## config.mk

```make
export PLATFORM = sky130hd
export DESIGN_NAME = fir_nibble_host
export DESIGN_NICKNAME = d
export VERILOG_FILES = /design/src/rtl/fir_nibble_host.sv
export SDC_FILE = /design/constraint.sdc
export NUM_CORES = 1
export LEC_CHECK = 0
export CORE_ASPECT_RATIO = 0.75
export CORE_MARGIN = 5
export CORE_UTILIZATION = 40
export CTS_BUF_LIST = sky130_fd_sc_hd__clkbuf_2
export CTS_CLUSTER_SIZE = 40
export DETAILED_ROUTE_END_ITERATION = 10
export GPL_TIMING_DRIVEN = 0
export PLACE_DENSITY = 0.6
export REMOVE_ABC_BUFFERS = 1
export SYNTH_ARGS = -nofsm -noshare
export SYNTH_HDL_FRONTEND = slang
export SYNTH_SLANG_ARGS = --single-unit
```

## constraint.sdc

```tcl
create_clock -name i_clk -period 2.4 [get_ports i_clk]
set_input_delay 0.36 -clock i_clk [delete_from_list [all_inputs] [get_ports i_clk]]
set_output_delay 0.36 -clock i_clk [all_outputs]
set_load 0.01 [all_outputs]
```

## src/rtl/fir_nibble_host.sv

```systemverilog
// fir_nibble_host: host-side adapter for a nibble-serial FIR PE chain.
// Each accepted 8-bit sample is sent as a 4-cycle nibble frame on fx/fy,
// marked by f_rdy. The 4-nibble result coming back from the last PE under
// f_vld is reassembled into 16 bits and pushed into a result FIFO. A credit
// count keeps frames in flight plus words in the FIFO at or below MAX_OUT.
//
// Optional feature macro: FIR_HOST_BIAS_EN. When it is defined, the i_bias
// port exists and is latched at accept to seed the chain on fy. When it is
// undefined, fy carries zeros.
//
// Ports:
//   i_clk, i_reset_n         clock, synchronous active-low reset
//   i_x_data/i_x_valid/o_x_ready   8-bit sample input handshake
//   o_y_data/o_y_valid/i_y_ready   16-bit result output handshake
//   o_fx_nib, o_fy_nib, o_f_rdy    frame outputs to the first PE
//   i_fr_nib, i_f_vld              result nibbles from the last PE
//   o_err                    sticky protocol error
//   i_bias                   per-frame bias (FIR_HOST_BIAS_EN only)
//
// TX state | meaning
//   IDLE   | no frame on the chain inputs
//   N0     | f_rdy, fx = x[7:4], fy = b[3:0]
//   N1     | fx = x[3:0], fy = b[7:4]
//   N2     | fx = 0, fy = b[11:8]
//   N3     | fx = 0, fy = b[15:12]; a new accept chains straight into N0
// RX state | meaning
//   WAIT   | idle, waiting for f_vld with nibble 0
//   C1..C3 | capturing nibbles 1..3; push to the FIFO in C3
module fir_nibble_host #(
  parameter int MAX_OUT = 4
) (
  input  logic        i_clk,
  input  logic        i_reset_n,
  input  logic [7:0]  i_x_data,
  input  logic        i_x_valid,
  output logic        o_x_ready,
  output logic [15:0] o_y_data,
  output logic        o_y_valid,
  input  logic        i_y_ready,
  output logic [3:0]  o_fx_nib,
  output logic [3:0]  o_fy_nib,
  output logic        o_f_rdy,
  input  logic [3:0]  i_fr_nib,
  input  logic        i_f_vld,
`ifdef FIR_HOST_BIAS_EN
  input  logic [15:0] i_bias,
`endif
  output logic        o_err
);

  localparam int AW = $clog2(MAX_OUT);
  localparam int CW = AW + 1;

  typedef enum logic [2:0] {TX_IDLE, TX_N0, TX_N1, TX_N2, TX_N3} tx_state_t;
  typedef enum logic [1:0] {RX_WAIT, RX_C1, RX_C2, RX_C3} rx_state_t;

  tx_state_t r_tx_state, w_tx_next;
  rx_state_t r_rx_state, w_rx_next;

  logic [7:0]  r_x, w_x_next;
  logic [15:0] r_b, w_b_next, w_bias;
  logic        r_f_rdy, w_f_rdy_next;
  logic [3:0]  r_fx, w_fx_next, r_fy, w_fy_next;
  logic        r_live;
  logic        r_err, w_err_set;
  logic [11:0] r_acc, w_acc_next;
  logic        w_push, w_pop, w_accept, w_credit_ok;
  logic [15:0] w_push_data;
  logic [CW-1:0] r_outstanding, r_count;
  logic [CW:0]   w_in_use;
  logic [AW-1:0] r_wptr, r_rptr;
  logic [15:0]   r_mem [MAX_OUT];

`ifdef FIR_HOST_BIAS_EN
  assign w_bias = i_bias;
`else
  assign w_bias = 16'h0000;
`endif

  // Words in the FIFO plus frames still owed by the chain never exceed
  // MAX_OUT, so a returning result always has a free FIFO slot.
  assign w_in_use    = {1'b0, r_outstanding} + {1'b0, r_count};
  assign w_credit_ok = w_in_use < (CW + 1)'(MAX_OUT);
  // r_live holds x_ready low during reset and releases it on the release edge.
  assign o_x_ready   = r_live && (r_tx_state == TX_IDLE || r_tx_state == TX_N3) && w_credit_ok;
  assign w_accept    = i_x_valid && o_x_ready;

  assign o_f_rdy  = r_f_rdy;
  assign o_fx_nib = r_fx;
  assign o_fy_nib = r_fy;
  assign o_err    = r_err;

  // TX next state; frame outputs are decoded from the next state so they
  // come straight out of flops.
  always_comb begin
    w_tx_next    = r_tx_state;
    w_x_next     = r_x;
    w_b_next     = r_b;
    w_f_rdy_next = 1'b0;
    w_fx_next    = 4'h0;
    w_fy_next    = 4'h0;
    if (w_accept) begin
      w_x_next = i_x_data;
      w_b_next = w_bias;
    end
    case (r_tx_state)
      TX_IDLE: if (w_accept) w_tx_next = TX_N0;
      TX_N0:   w_tx_next = TX_N1;
      TX_N1:   w_tx_next = TX_N2;
      TX_N2:   w_tx_next = TX_N3;
      TX_N3:   w_tx_next = w_accept ? TX_N0 : TX_IDLE;
      default: w_tx_next = TX_IDLE;
    endcase
    case (w_tx_next)
      TX_N0: begin
        w_f_rdy_next = 1'b1;
        w_fx_next    = w_x_next[7:4];
        w_fy_next    = w_b_next[3:0];
      end
      TX_N1: begin
        w_fx_next = w_x_next[3:0];
        w_fy_next = w_b_next[7:4];
      end
      TX_N2:   w_fy_next = w_b_next[11:8];
      TX_N3:   w_fy_next = w_b_next[15:12];
      default: ;
    endcase
  end

  always_ff @(posedge i_clk) begin
    if (!i_reset_n) begin
      r_tx_state <= TX_IDLE;
      r_x        <= 8'h00;
      r_b        <= 16'h0000;
      r_f_rdy    <= 1'b0;
      r_fx       <= 4'h0;
      r_fy       <= 4'h0;
      r_live     <= 1'b0;
    end else begin
      r_tx_state <= w_tx_next;
      r_x        <= w_x_next;
      r_b        <= w_b_next;
      r_f_rdy    <= w_f_rdy_next;
      r_fx       <= w_fx_next;
      r_fy       <= w_fy_next;
      r_live     <= 1'b1;
    end
  end

  // RX: a frame start with nothing outstanding is discarded (stay in WAIT).
  always_comb begin
    w_rx_next  = r_rx_state;
    w_acc_next = r_acc;
    w_err_set  = 1'b0;
    w_push     = 1'b0;
    case (r_rx_state)
      RX_WAIT: begin
        if (i_f_vld) begin
          if (r_outstanding == '0) begin
            w_err_set = 1'b1;
          end else begin
            w_acc_next[3:0] = i_fr_nib;
            w_rx_next       = RX_C1;
          end
        end
      end
      RX_C1: begin
        w_err_set       = i_f_vld;
        w_acc_next[7:4] = i_fr_nib;
        w_rx_next       = RX_C2;
      end
      RX_C2: begin
        w_err_set        = i_f_vld;
        w_acc_next[11:8] = i_fr_nib;
        w_rx_next        = RX_C3;
      end
      RX_C3: begin
        w_err_set = i_f_vld;
        w_push    = 1'b1;
        w_rx_next = RX_WAIT;
      end
      default: w_rx_next = RX_WAIT;
    endcase
  end

  assign w_push_data = {i_fr_nib, r_acc};
  assign o_y_valid   = (r_count != '0);
  assign o_y_data    = o_y_valid ? r_mem[r_rptr] : 16'h0000;
  assign w_pop       = o_y_valid && i_y_ready;

  always_ff @(posedge i_clk) begin
    if (!i_reset_n) begin
      r_rx_state    <= RX_WAIT;
      r_acc         <= 12'h000;
      r_err         <= 1'b0;
      r_outstanding <= '0;
      r_count       <= '0;
      r_wptr        <= '0;
      r_rptr        <= '0;
    end else begin
      r_rx_state <= w_rx_next;
      r_acc      <= w_acc_next;
      r_err      <= r_err | w_err_set;
      case ({w_accept, w_push})
        2'b10:   r_outstanding <= r_outstanding + CW'(1);
        2'b01:   r_outstanding <= r_outstanding - CW'(1);
        default: ;
      endcase
      case ({w_push, w_pop})
        2'b10:   r_count <= r_count + CW'(1);
        2'b01:   r_count <= r_count - CW'(1);
        default: ;
      endcase
      if (w_push) r_wptr <= r_wptr + AW'(1);
      if (w_pop)  r_rptr <= r_rptr + AW'(1);
    end
  end

  always_ff @(posedge i_clk) begin
    if (w_push) r_mem[r_wptr] <= w_push_data;
  end

endmodule

```

### Word-level counts from Yosys, hierarchy flattened

Memories as Yosys holds them, arrays and structs flattened. A register that Yosys moved wholly into a read port is not among the register bits.
Cells that the tools add are included.

* $add $sub $neg: 7
* $mul: 0
* divide/modulo/power cells: 0
* $lt $le $gt $ge: 1
* equality and inequality tests: 17
* shifts and indexed selects: 0
* multiplexer cells: 23
* bitwise logic cells: 2
* reductions and logical operators: 14

Operators with widths (number)
* 2-to-1 mux 16 bit: 2
* case mux 4 bit (4 select lines): 1
* case mux 3 bit (5 select lines): 1
* equality test 3 x 2 -> 1 bit, second input constant: 4
* case mux 3 bit (2 select lines): 2
* equality test 2 bit, second input constant: 4
* 2-to-1 mux 1 bit: 8
* 2-to-1 mux 2 bit: 4
* 2-to-1 mux 8 bit: 1
* case mux 2 bit (4 select lines): 1
* case mux 4 bit (2 select lines): 1
* adder 3 x 1 -> 3 bit, second input constant: 2
* equality test 2 x 1 -> 1 bit, second input constant: 3
* equality test 3 x 1 -> 1 bit, second input constant: 2
* equality test 3 bit, second input constant: 2
* zero test 3 bit: 2
* subtractor 3 x 1 -> 3 bit, second input constant: 2
* adder 2 x 1 -> 2 bit, second input constant: 2
* adder 3 x 3 -> 4 bit: 1
* logical AND 1 bit: 4
* less-than comparator 4 x 3 -> 1 bit, second input constant: 1
* != test 2 bit, second input constant: 2
* nonzero test 2 bit: 2
* 2-to-1 mux 3 bit: 1
* other kinds (9): 9

* flip-flop bits (word level): 62
* latch bits: 0
* memory bits (writable): 64
* bits in read-only memories: 0
* input port bits: 17
* output and inout bits: 28
* memories: 1

Memory list
* r_mem: depth 4, bits a word 16, read ports 1, clocked after Yosys merged registers in 1, wr ports 1, RTL line 72 `logic [15:0] r_mem [MAX_OUT];`

### Depth between registers and ports, before layout

* depth after elaboration: 9
* depth in mapped cells: 10

### Worst setup path after synthesis

No wires, ideal clock.

* path kind: register -> register
* from: reg r_count[1]
* to: reg r_outstanding[2]
* arrival: 2.132 ns
* path slack: 0.197 ns
* cell stages (with the launch flop): 11
* period minus slack after synthesis: 2.203 ns
* cells stage by stage: dfxtp_1 > ha_1 > nand3_1 > nand4_2 > buf_6 > ha_1 > inv_1 > fa_1 > xor2_1 > or3_1 > a21oi_1

* longest elaborated chain between the ends: 6

RTL lines
* start, declared: RTL line 69 `logic [CW-1:0] r_outstanding, r_count;`
* start signal, assigned: RTL line 210 `2'b10: r_count <= r_count + CW'(1);`
* start signal, assigned: RTL line 211 `2'b01: r_count <= r_count - CW'(1);`
* adder 3 x 3 -> 4 bit (*): RTL line 82 `assign w_in_use = {1'b0, r_outstanding} + {1'b0, r_count};`
* less-than comparator 4 x 3 -> 1 bit (*): RTL line 83 `assign w_credit_ok = w_in_use < (CW + 1)'(MAX_OUT);`
* logical AND 1 bit (*): RTL line 85 `assign o_x_ready = r_live && (r_tx_state == TX_IDLE || r_tx_state == TX_N3) && w_credit_ok;`
* logical AND 1 bit (*): RTL line 86 `assign w_accept = i_x_valid && o_x_ready;`
* equality test 2 x 1 -> 1 bit or equality test 2 bit (tied branches): RTL line 204 `case ({w_accept, w_push})`
* case mux 3 bit (2 select lines) or nonzero test 2 bit (tied branches)
* end signal, assigned: RTL line 205 `2'b10: r_outstanding <= r_outstanding + CW'(1);`
* end signal, assigned: RTL line 206 `2'b01: r_outstanding <= r_outstanding - CW'(1);`
* end, declared: RTL line 69

Every way passes the cells marked *; elsewhere a longest branch is shown, timed or not.
A chain may end at the register's enable or synchronous reset.

==> results.ini <==
[run_status]
outcome=completed

[synthesis]
avgSynthCellArea_sq_um=14.0
synth_cells=334
synthArstFlopShare_pct=0
yosysTopAreaCell=edfxtp_1
synth-seq-area-share_pct=64.9
ys_seq_elements=120
yosysTopAreaCellShare_pct=41.0
yosys_warnings=0
ys_types=37
ys.flop_type=edfxtp_1
yosysMostFrequentCell=edfxtp_1
synth_edf_count=64
synth_area_sq_um=4690
ys_top_cells_by_count=64 x edfxtp_1, 56 x dfxtp_1, 27 x nor2_1, 22 x nand2_1, 18 x nor2b_1
synth_area_leaders=edfxtp_1 41%, dfxtp_1 24%, mux4_2 7.7%

[clock_tree]
clock_path_buffers=2
worstSkewPairLatency_ns=0.63
cts_tree=yes
cts_made_buffers=17
clkTransAtPathRegs_ns=0.19
cts_root_buffer=clkbuf_2
clock_sinks=120
htree_levels=4

[pwr]
irDropWorstVdd_mv=0.415
p_leak_nw=2.15
powerDensity_nw_per_um2=790

[timing]
hold_viol=0
fmaxAchievable_mhz=424
clock_skew_ns=0.0410
slew_viol_final=0
relSlewSlack_pct=33.9
post-route-min-period_ns=2.36
setup_viol=0
tightestPinTransition_ns=0.976
layout_worst_path_cycle_share_pct=98.4
rsz0062_at_grt=true
setup_tns_ns=0

[critical_path]
crit_top_cell=buf_6
crit_required_ns=2.04
crit_type=reg -> out
worstPathArrival_ns=2.00
slowest_stage=mux4_2
worstPathCellList=buf_12 -> buf_6 -> mux4_2 -> nor2b_4 -> buf_6
setup.worst_path.end_class=primary output
cpPeakStageDelay_ns=0.49
path_delay_family=multiplexers
startpoint_type=register
crit_buf_inv=3
cp_max_fo=6

[final_layout]
syn2layout_area_growth_pct=23.6
drive_gt1_share_pct=26.3
layout.nets=425
nFillCells=994
n_antenna_cell=0
final_area_sq_um=5800
regArea_sq_um=3060
multiInputGateArea_sq_um=1570

[run]
drv_cap=0

[global_route]
grt_pass1_vias=2655
grt_antenna_before_repair=0
grt_max_degree=40
grt-ovfl-total=0
grt_pass1_wl_um=14000
track_usage_pct=13.0

[routing]
drc=0
wl_met3_um=286
via_per_inst=4.75
met1_length_um=4320
drt_pre_antenna_iters=4
wire_per_inst_um=15.2
ant_nets=0
num_vias=2703
drt_iter0_markers=152
wl_met2_um=3970
top_layer_used=met4
wl_um=8670

[floorplan]
die_width_um=135
initial_core_util_pct=40.7
die_h_um=104
dieArea_sq_um=14000
coreArea_sq_um=11500
pin_count=45
num_rows=34

[place]
port_buffers=44
hpwl_um=5210
place_congestion=0.715
dpl_cell_area_sq_um=5230

[hold_path]
min_path_type=in -> reg

-- area by class of cell --
type / count / area share (%)
clock buffer: 18 / 1.55
clock inverter: 14 / 4.62
inverter: 14 / 0.906
multi-input combinational: 182 / 27.1
sequential: 120 / 52.8
tap: 162 / 3.50
timing repair buffer: 59 / 9.51
-- metrics by stage --
| stage | hold WS [ns] | utilization [%] | total power, W | instances | setup slack [ns] |
|---|---|---|---|---|---|
| after floorplan | 0.388 | - | 0.00261 | 315 | 0.0491 |
| after global placement | 0.432 | 45.3 | 0.00277 | 521 | -0.507 |
| after detailed placement | 0.441 | 45.3 | 0.00278 | 521 | -0.575 |
| after CTS | 0.197 | 49.3 | 0.00459 | 562 | -0.0694 |
| after global routing | 0.113 | 50.3 | 0.00478 | 569 | -0.0968 |
| final | 0.185 | 50.3 | 0.00458 | 569 | 0.0395 |
-- timing repair --
| action | in CTS | in global routing |
|---|---|---|
| hold buffers | 0 | 0 |
| gates resized for setup | 80 | 20 |
| hold endpoints to repair | 0 | 0 |
| setup endpoints to repair | 21 | 18 |
| buffers inserted | 7 | 8 |
| gates cloned | 2 | 0 |
| pin swaps | 3 | 0 |
-- worst register-to-register path: stages, from the launching register on --
cell and delay (ns):
dfxtp_1 0.65, nor4_4 0.10, buf_4 0.16, nand4_4 0.06, ha_1 0.18, inv_1 0.06
fa_1 0.37, xor2_1 0.15, or3_1 0.30, a21oi_1 0.14
-- state kept, by name, summed over array words and instances, names as in the netlist, 4 cells and up, named ones only --
signal,count
r_b,12
r_acc,12
o_fx_nib,4
r_x,4
r_mem,64
o_fy_nib,4
-- logic make-up after synthesis --
family                     count (synthesis)  share of synthesized area [%]
adders and majority gates                 14                           4.05
and+or+nand+nor                           97                           10.8
DFF                                      120                           64.9
AOI/OAI and AO/OA                         29                           3.92
muxes                                     33                           11.4
xor gates and xnor gates                   8                           1.49
buffers and inverters                     33                           3.47
-- metal layers --
layer  up-vias  global-route usage [%]
met5         -                       0
met4         0                    3.67
met3        11                    4.26
met2        31                    19.7
met1      1336                    17.9
li1       1325                       -
-- report_power, final --
| part | switching (W) | leakage (nW) | internal [W] | total [W] |
|---|---|---|---|---|
| logic | 0.000221 | 0.913 | 0.000233 | 0.000454 |
| registers | 0.0000797 | 1.03 | 0.00225 | 0.00233 |
| clock network | 0.000781 | 0.204 | 0.00102 | 0.00180 |
-- worst paths after layout --
kind | end | cells after the start | start | slack [ns]
worst max-delay path | o_y_data[4] | 5 | register | 0.04
worst min-delay path | r_live | 1 | i_reset_n | 0.19
worst max register to register | r_outstanding[2] | 9 | r_tx_state[0] | 0.14
worst min register to register | o_fx_nib[0] | 2 | r_x[0] | 0.46
-- placed cells by master (no fill, tap or decap), types with 12 or more instances in the layout --
cell type and n:
edfxtp_1 64, dfxtp_1 48, nor2_1 27, clkdlybuf4s50_1 25
nand2_1 22, clkbuf_2 18, mux4_2 16, inv_1 14
and3_1 13, mux2i_1 13, buf_2 12
Note: power is estimated with default switching activity, not from simulation.
